**src/rtl/mux_arb_pkg.sv**
```systemverilog
// rtl/mux_arb_pkg.sv - shared types and sizes for the 8-way mux select arbiter
package mux_arb_pkg;

  localparam int NREQ  = 8;
  localparam int SEL_W = 3;

  typedef enum logic {IDLE, OWNED} arb_state_t;

  typedef logic [SEL_W-1:0] req_idx_t;

endpackage

```
**src/rtl/rr_pick8.sv**
```systemverilog
// rtl/rr_pick8.sv - round-robin pick: first set request scanning from ptr upward, wrapping 7->0
module rr_pick8
  import mux_arb_pkg::*;
(
  input  logic [NREQ-1:0] req,
  input  req_idx_t        ptr,
  output logic            found,
  output req_idx_t        idx
);

  logic [2*NREQ-1:0] dbl;
  logic [NREQ-1:0]   rot;
  req_idx_t          off;

  // rot[k] = req[(ptr + k) mod 8], so the lowest set bit is the next in turn
  assign dbl = {req, req};
  assign rot = dbl[{1'b0, ptr} +: NREQ];

  always_comb begin
    off = '0;
    for (int i = NREQ - 1; i >= 0; i--) begin
      if (rot[i]) off = req_idx_t'(i);
    end
  end

  assign found = |req;
  assign idx   = req_idx_t'(ptr + off);

endmodule

```
**src/rtl/mux_sel_arbiter8.sv**
```systemverilog
// rtl/mux_sel_arbiter8.sv - round-robin owner arbiter driving a shared 8:1 mux select and one-hot grant
module mux_sel_arbiter8
  import mux_arb_pkg::*;
#(
  parameter int HOLD_MAX = 16
) (
  input  logic       clk,
  input  logic       reset,
  input  logic [7:0] req,
  input  logic       done,
  output logic [7:0] grant,
  output logic [2:0] sel,
  output logic       busy,
  output logic       timeout
);

  localparam int CNT_W = (HOLD_MAX < 1) ? 1 : $clog2(HOLD_MAX + 1);
  localparam logic [CNT_W-1:0] CNT_MAX = CNT_W'(HOLD_MAX);
  localparam logic [CNT_W-1:0] LIMIT   = CNT_W'((HOLD_MAX > 0) ? HOLD_MAX - 1 : 0);

  arb_state_t       state, state_d;
  req_idx_t         ptr, pick_ptr, win_idx;
  logic             win_found;
  logic [CNT_W-1:0] cnt;
  logic             owner_req, at_limit, release_now;
  logic [7:0]       grant_d;
  logic [2:0]       sel_d;
  logic             busy_d, timeout_d;

  // While owned, sel is the owner, so re-arbitration starts just past it
  assign owner_req   = req[sel];
  assign at_limit    = (HOLD_MAX != 0) && (cnt == LIMIT);
  assign release_now = (state == OWNED) && (done || !owner_req || at_limit);
  assign pick_ptr    = (state == OWNED) ? req_idx_t'(sel + 3'd1) : ptr;

  rr_pick8 u_pick (
    .req   (req),
    .ptr   (pick_ptr),
    .found (win_found),
    .idx   (win_idx)
  );

  always_ff @(posedge clk) begin
    if (reset) begin
      state   <= IDLE;
      ptr     <= '0;
      cnt     <= '0;
      grant   <= '0;
      sel     <= '0;
      busy    <= 1'b0;
      timeout <= 1'b0;
    end else begin
      state   <= state_d;
      grant   <= grant_d;
      sel     <= sel_d;
      busy    <= busy_d;
      timeout <= timeout_d;
      if (release_now) ptr <= pick_ptr;
      if (state == IDLE || release_now) cnt <= '0;
      else if (cnt != CNT_MAX)          cnt <= cnt + 1'b1;
    end
  end

  always_comb begin
    state_d = state;
    case (state)
      IDLE:    if (win_found) state_d = OWNED;
      OWNED:   if (release_now && !win_found) state_d = IDLE;
      default: state_d = IDLE;
    endcase
  end

  always_comb begin
    grant_d   = grant;
    sel_d     = sel;
    busy_d    = busy;
    timeout_d = release_now && at_limit && !done && owner_req;
    if (state == IDLE || release_now) begin
      grant_d = '0;
      busy_d  = win_found;
      if (win_found) begin
        grant_d[win_idx] = 1'b1;
        sel_d            = win_idx;
      end
    end
  end

endmodule

```
**config.mk**
```make
export PLATFORM = sky130hd
export DESIGN_NAME = mux_sel_arbiter8
export DESIGN_NICKNAME = d
export VERILOG_FILES = /design/src/rtl/mux_arb_pkg.sv /design/src/rtl/rr_pick8.sv /design/src/rtl/mux_sel_arbiter8.sv
export SDC_FILE = /design/constraint.sdc
export NUM_CORES = 1
export LEC_CHECK = 0
export CAP_MARGIN = 25
export CORE_MARGIN = 4
export CORE_UTILIZATION = 40
export DETAILED_ROUTE_END_ITERATION = 8
export SLEW_MARGIN = 5
export SYNTH_ARGS = -nofsm -noshare
export SYNTH_HDL_FRONTEND = slang
export SYNTH_SLANG_ARGS = --single-unit
```
**constraint.sdc**
```tcl
create_clock -name clk -period 6.65 [get_ports clk]
set_input_delay 1.995 -clock clk [delete_from_list [all_inputs] [get_ports clk]]
set_output_delay 1.995 -clock clk [all_outputs]
set_load 0.05 [all_outputs]
```
# Word level (Yosys, flattened, before mapping)
# Cells that the tools add are included.
[word_totals]
reg_bits = 22
input_bits = 11
output_inout_bits = 13
elab_cells = 49
[classes]
n_addsub = 3
magnitude_cmp = 3
n_eq_ne = 2
n_shift = 1
n_mux = 17
n_bitwise = 1
reduce_logical = 15
[op_table]
columns = ["cell", "n"]
rows = [
  ["two-way mux 3 bit", 9],
  ["variable part select 16 x 4 -> 8 bit", 1],
  ["< comparator 3 x 4 -> 1 bit, second input constant", 2],
  ["two-way mux 8 bit", 1],
  ["OR reduction 8 bit", 1],
  ["logical AND 1 bit", 6],
  ["adder 5 x 1 -> 5 bit, second input constant", 1],
  ["equality test 5 x 4 -> 1 bit, second input constant", 1],
  ["inequality test 5 bit, second input constant", 1],
  ["two-way mux 1 bit", 4],
  ["adder 3 x 1 -> 3 bit, second input constant", 1],
  ["adder 3 bit", 1],
  ["binary-select mux 1 bit (select 3 bit)", 1],
  ["demux 1 bit (select 3 bit)", 1],
  [">= comparator 3 x 1 -> 1 bit, second input constant", 1],
  ["zero test 1 bit", 3],
  ["logical OR 1 bit", 3],
  ["case mux 1 bit (2 select lines)", 1],
  ["AND reduction 2 bit", 1],
  ["OR reduction 2 bit", 1],
  ["NOT 1 bit", 1],
]

# Logic depth before layout (Yosys ltp)
# Gate-level depths: netlist (run 1).
[depth]
ltp_word = 17
depth_mapped = 14
ltp_nobuf = 14

# By module
# A second synthesis (run 1) with hierarchy kept.
[unflattened]
hier_cells = 178
area_unflattened_um2 = 1702.9
[by_module_without_submodules]
columns = ["mod", "n_inst", "cells_each", "area_per_inst_um2", "seq_area_each_um2"]
rows = [
  ["mux_sel_arbiter8", 1, 128, 1183.6, 440.4],
  ["rr_pick8", 1, 50, 519.2, 0.0],
]

# Worst setup path before layout (run 1)
# Ideal clock, no wire load.
[synth_timing]
kind = "input -> register"
from = "input port req[4]"
to = "register grant[3]"
setup_time_ps = 119
t_arrival_ps = 4251
t_required_ps = 6531
slack_ps = 2279
cell_stages = 11
path_buffers = 0
cell_sequence = "or2_2 a2111oi_0 a311oi_1 a32oi_1 nand3b_1 a221oi_1 fa_1 xnor2_1 xnor2_1 or2_1 o21ai_1"
[synth_between]
elab_chain_cells = 15
[synth_rtl]
columns = ["item", "line_no", "rtl"]
rows = [
  ["from (decl)", "mux_sel_arbiter8.sv:9", "input logic [7:0] req,"],
  ["variable part select 16 x 4 -> 8 bit", "rr_pick8.sv:17", "assign rot = dbl[{1'b0, ptr} +: NREQ];"],
  ["two-way mux 3 bit (8 in a row)", "rr_pick8.sv:22", "if (rot[i]) off = req_idx_t'(i);"],
  ["adder 3 bit", "rr_pick8.sv:27", "assign idx = req_idx_t'(ptr + off);"],
  ["< comparator 3 x 4 -> 1 bit (implied by the code) / >= comparator 3 x 1 -> 1 bit (equally long branches)", "mux_sel_arbiter8.sv:82", "grant_d[win_idx] = 1'b1;"],
  ["logical AND 1 bit (implied by the code)", "mux_sel_arbiter8.sv:82", ""],
  ["two-way mux 1 bit (implied by the code)", "mux_sel_arbiter8.sv:82", ""],
  ["demux 1 bit (select 3 bit)", "mux_sel_arbiter8.sv:82", ""],
  ["two-way mux 8 bit", "mux_sel_arbiter8.sv:81", "if (win_found) begin"],
  ["to (signal assigned)", "mux_sel_arbiter8.sv:54", "grant <= grant_d;"],
  ["to (decl)", "mux_sel_arbiter8.sv:11", "output logic [7:0] grant,"],
]
# Parallel ways exist; a longest one is shown, timed or not. The select of a mux whose other input is x is not followed.
# A chain may end at the register's enable or synchronous reset.

# Final worst setup path (run 1)
[layout_timing]
from = "input port req[5]"
to = "register grant[7]"
# The elaborated chain is that of the path after synthesis.

==> results of run 1 <==
==> cell type report <==
cell class	instances	area [sq um]
Clock buffer	4	55.1
Fill cell	345	1850
Inverter	11	41.3
Multi-Input combinational cell	152	1100
Sequential cell	22	440
Tap cell	48	60.1
Timing Repair Buffer	23	230
==> sequential cells by signal, indices dropped and copies added (netlist names) <==
signal,count
grant,8
cnt,5
ptr,3
sel,3
busy,1
state,1
timeout,1
==> metrics by stage <==
stage	setup slack, ps	instance area [sq um]	cells	hold slack (ps)
floorplan	2280	1600	190	432
global placement	1510	1870	256	438
detailed placement	1450	1870	256	441
CTS	1730	1930	260	453
global route	1340	1930	260	472
finish	1700	1930	260	453
==> tightest hold or removal path, cell delays in order, from the launching register on <==
cell     delay (ps)
dfxtp_1         320
nand2_1          50
o21ai_1          50
==> report_power, final <==
group	leakage [nW]	switching (W)	total, W	internal, W
Combinational	0.485	0.000313	0.000507	0.000194
Clock	0.0288	0.0000412	0.0000939	0.0000527
Sequential	0.180	0.0000348	0.000198	0.000163
Total	0.694	0.000389	0.000798	0.000409
==> worst min path at each step <==
stage                            endpoint  slack, ps
floorplan             ptr[0]$_SDFFE_PP0P_        430
global placement    grant[2]$_SDFFE_PP0P_        440
detailed placement  grant[3]$_SDFFE_PP0P_        440
CTS                 grant[3]$_SDFFE_PP0P_        450
global route        grant[1]$_SDFFE_PP0P_        470
finish              grant[3]$_SDFFE_PP0P_        450
==> cell usage in the layout (no fill, tap or decap), drive strengths merged, types with 5 or more instances in the layout <==
cell | netlist | layout
dfxtp | 22 | 22
nor2 | 18 | 18
inv | 11 | 11
mux2i | 14 | 14
nand2 | 19 | 19
nor3 | 7 | 7
clkdlybuf4s50 | 0 | 23
nor2b | 5 | 5
xnor2 | 5 | 5
o21ai | 11 | 11
a2111oi | 7 | 7
or2 | 6 | 6
a21oi | 13 | 13
a211oi | 6 | 6
==> metal layers <==
layer | vias to the layer above | wire length, um
met5 | - | 0
met4 | 0 | 15
met3 | 2 | 254
met2 | 62 | 1750
met1 | 679 | 1880
li1 | 743 | -
==> cell families (layout without fill, tap and decap cells) <==
logic type,count (synthesis),in the layout,synth area share
XOR/XNOR,7,7,0.0430
AO/OA/AOI/OAI,53,53,0.231
adder cells (fa/ha/maj),5,5,0.0438
multiplexers,20,20,0.166
AND/OR/NAND/NOR,67,67,0.202
flip-flops,22,22,0.275
buffers and inverters,16,38,0.0391
==> reports/results.ini, run 1 <==
[routing]
initialDrtViolationCount = 136
antenna_left = 0
drc = 0
routed_wl_um = 3900
routedWlPerCell_um = 15.0
firstDrtPassIters = 4
num_vias = 1486
vias_per_cell = 5.72

[logic_synthesis]
yosysSeqAreaShare = 0.275
yosysTopAreaCell = dfxtp_1
ys_async_sr_fraction = 0
synth_edf_count = 0
netlist_area_sq_um = 1600
synth_most_common_cell = dfxtp_1
synth_common_cells = dfxtp_1, nand2_1, nor2_1, mux2i_1, a21oi_1
syn_inst = 190
yosysWarnings = 0
syn_nets = 206
syn_avg_cell_area_sq_um = 8.43
synth_area_leaders = dfxtp_1, mux2i_1, mux4_2
yosysTopAreaCellShare = 0.275
ys_types = 46
ys.flop_type = dfxtp_1
synth_seq_cells = 22

[floorplanning]
die_w_um = 71.3
die_y_um = 71.3
io_pins = 24
initial_core_util = 0.425
die-area_sq_um = 5080
design.core.area_sq_um = 3770
placementRows = 22

[clocking]
cts_setup_buffers = 0
cts_tree = done
clock_path_buffers = 2
cts_resized = 0
clock-sinks = 22
clk_latency_ps = 260
clockRootBuffer = clkbuf_8
hold_buffers = 0
cts_buffers = 3
clk_pin_slew_ps = 80
htree_levels = 1

[setup_path]
cp_top_family = compound AO/OA/AOI/OAI gates
cp.arrival_ps = 5130
critPathMaxStageDelay_ps = 600
reg2reg_depth = 12
path_class = in2reg
start_kind = input pin
crit_path_end = grant[7]$_SDFFE_PP0P_
required_ps = 6840
worstSetupEndpointType = flip-flop
r2r_end = grant[7]$_SDFFE_PP0P_
crit_buf_inv = 1
worst-path-max-fanout = 8
r2r_slack_ps = 2650
path_cells = clkdlybuf4s50_1 -> nor2b_1 -> a2111oi_0 -> a211oi_1 -> nor3_1 -> a21oi_1 -> a21oi_1 -> nor3_1 -> fa_1 -> xnor2_1 -> xnor2_1 -> nand2_1 -> o21ai_0
reg2reg_from = state$_SDFF_PP0_
slowest_stage = a2111oi_0
critPathLaunch = req[5]
cp_num_cells = 13

[global_routing]
grt_pass1_wl_um = 6720
grt_use_met3 = 0.0323
met1_usage = 0.239
grt_overflow = 0
grt_max_degree = 21
grt_util_met2 = 0.245
antenna_found_initial = 0
grt_use_total = 0.161
busiest_layer = met2
grt_pass1_vias = 1402

[power]
p_leak_nw = 0.694
finalPower_w = 0.000798
ir_drop_v = 0.000232
power.density_nw_per_um2 = 414

[hold_path]
hp-class = reg2reg
min_path_cells = 2
hold_start = grant[3]$_SDFFE_PP0P_

[timing]
worst_slew_pin_slew_ps = 767
fmax_ghz = 0.202
skew_ps = 2.31
rsz0062_at_grt = false
setup_tns_ps = 0
relSlewSlack = 0.488
fin_crit_sh = 0.744
hold_viol_final = 0
min_period_ps = 4950
drv_slew = 0
setup_viol = 0

[final_layout]
diodes = 0
syn_to_final_growth_pct = 20.2
utilization = 0.511
layout-drive-gt1-share = 0.0896
nets = 229

[outcome]
status = complete, no violations

[placed_design]
gp_congestion = 0.911
dp_hpwl_um = 2950
numPortBuffers = 23

[job]
max_cap_violations = 0

No activity file was read; power rests on OpenSTA's default activity.
==> run 2: changes to the inputs <==
==> constraint.sdc (replaced) <==
create_clock -name clk -period 4.8 [get_ports clk]
set_input_delay 1.44 -clock clk [delete_from_list [all_inputs] [get_ports clk]]
set_output_delay 1.44 -clock clk [all_outputs]
set_load 0.05 [all_outputs]
==> reports/results.ini, run 2 (synthesis results as in run 1) <==
[outcome]
status = complete, no violations

[timing]
hold_viol_final = 0
fin_ws_ps = 343
fmax_ghz = 0.224
skew_ps = 4.41
setup_tns_ps = 0
setup_viol = 0
relSlewSlack = 0.506
min_period_ps = 4460
worst_slew_pin_slew_ps = 740
drv_slew = 0
fin_crit_sh = 0.929
rsz0062_at_grt = false

[power]
seq_power_share = 0.244
switching_share = 0.490
ir_drop_v = 0.000337
power.density_nw_per_um2 = 576
p_leak_nw = 0.699
internal_power_w = 0.000568
p_clk_frac = 0.118
power.switching_w = 0.000546
combPwrFrac = 0.638

[floorplanning]
die-area_sq_um = 5080
design.core.area_sq_um = 3770
die_w_um = 71.3
initial_core_util = 0.425
placementRows = 22
die_y_um = 71.3
io_pins = 24

[global_routing]
grt_max_degree = 21
grt_overflow = 0
antenna_found_initial = 0
grt_use_total = 0.163
grt_pass1_wl_um = 6790
grt_pass1_vias = 1437

[routing]
drc = 0
vias_per_cell = 5.87
num_vias = 1532
initialDrtViolationCount = 154
firstDrtPassIters = 4
routedWlPerCell_um = 15.4
routed_wl_um = 4020
antenna_left = 0

[setup_path]
worstSetupEndpointType = flip-flop
reg2reg_from = state$_SDFF_PP0_
cp.arrival_ps = 4650
worst-path-max-fanout = 8
critPathMaxStageDelay_ps = 540
start_kind = input pin
crit_path_frequent_cell = xnor2_1
r2r_slack_ps = 770
slowest_stage = clkdlybuf4s50_1
required_ps = 4990
path_cells = clkdlybuf4s50_1 -> or2_2 -> a2111oi_0 -> a311oi_1 -> a32oi_1 -> nand3b_1 -> a221oi_1 -> fa_1 -> xnor2_1 -> xnor2_1 -> nand2_1 -> o21ai_0
path_class = in2reg
cp_top_family = compound AO/OA/AOI/OAI gates
r2r_end = grant[5]$_SDFFE_PP0P_
reg2reg_depth = 12
crit_buf_inv = 1

[clocking]
cts_setup_buffers = 0
clk_pin_slew_ps = 80
clock_path_buffers = 2
clockRootBuffer = clkbuf_8
htree_levels = 1
clk_latency_ps = 260
hold_buffers = 0
cts_buffers = 3
cts_resized = 0
clock-sinks = 22
cts_tree = done

[hold_path]
hold_start = grant[0]$_SDFFE_PP0P_
holdPathEnd = grant[0]$_SDFFE_PP0P_
hp-class = reg2reg
min_path_cells = 2

[final_layout]
top_regs = grant (8), cnt (5)
nets = 230
layout_commonest_cell = clkdlybuf4s50_1
largest_reg_flops = 8
diodes = 0
final_cell_mix = clkdlybuf4s50_1, dfxtp_1, nand2_1
regMostFlops = grant
syn_to_final_growth_pct = 20.7
layout-drive-gt1-share = 0.0939

[job]
max_cap_violations = 0

[placed_design]
preCtsSetupSlack_ps = 128
dp_hpwl_um = 3100
gp_congestion = 0.917
numPortBuffers = 23

## run 2: changes by cell type in the layout (fill, tap and decap cells not counted), sizes merged
cell  previous run  this run
buf              0         1
## run 2: layout make-up
cell class / instances / area, sq um
clock buffers: 4 / 55.1
well taps: 48 / 60.1
repair buffers: 24 / 238
fillers: 365 / 1840
flip-flops and latches: 22 / 440
multi-input cells: 152 / 1100
inverters: 11 / 41.3
## run 2: power groups by stage
stage | combinational [W] | clock, W | sequential (W)
after floorplan | 0.000420 | 0 | 0.000382
final | 0.000711 | 0.000131 | 0.000272
after detailed placement | 0.000703 | 0 | 0.000279
after global routing | 0.000778 | 0.000142 | 0.000278
after CTS | 0.000710 | 0.000134 | 0.000274
after global placement | 0.000698 | 0 | 0.000276
## run 2: per-layer routing
metal,GRT usage,vias up,part of all wire
met5,0,-,0
met4,0.0251,0,0.0037
met3,0.0337,2,0.057
met2,0.267,49,0.49
met1,0.224,731,0.45
li1,-,750,-
## run 2: worst max-delay path by stage
stage	slack [ps]	start	end	cells past startpoint
floorplan	980	req[4]	grant[3]$_SDFFE_PP0P_	11
CTS	350	req[4]	grant[5]$_SDFFE_PP0P_	12
detailed placement	130	req[4]	grant[2]$_SDFFE_PP0P_	12
global route	60	req[5]	grant[4]$_SDFFE_PP0P_	14
global placement	180	req[5]	grant[3]$_SDFFE_PP0P_	14
finish	340	req[4]	grant[5]$_SDFFE_PP0P_	12
## run 2: worst register-to-register path: stages (launching register included)
cell	delay (ps)
dfxtp_1	800
mux2i_4	500
inv_1	330
mux2i_1	300
mux2i_1	200
or2_2	340
a21oi_1	120
nor3_1	80
fa_1	410
xnor2_1	150
xnor2_1	430
nand2_1	150
o21ai_0	160
## run 2: per-stage QoR
step	total power [W]	std cells	instance area [sq um]	utilization	hold slack (ps)
floorplan	0.000801	190	1600	-	432
global route	0.00120	261	1930	0.513	482
detailed placement	0.000982	257	1880	0.498	444
CTS	0.00112	261	1930	0.513	462
global placement	0.000974	257	1880	0.498	438
finish	0.00111	261	1930	0.513	457
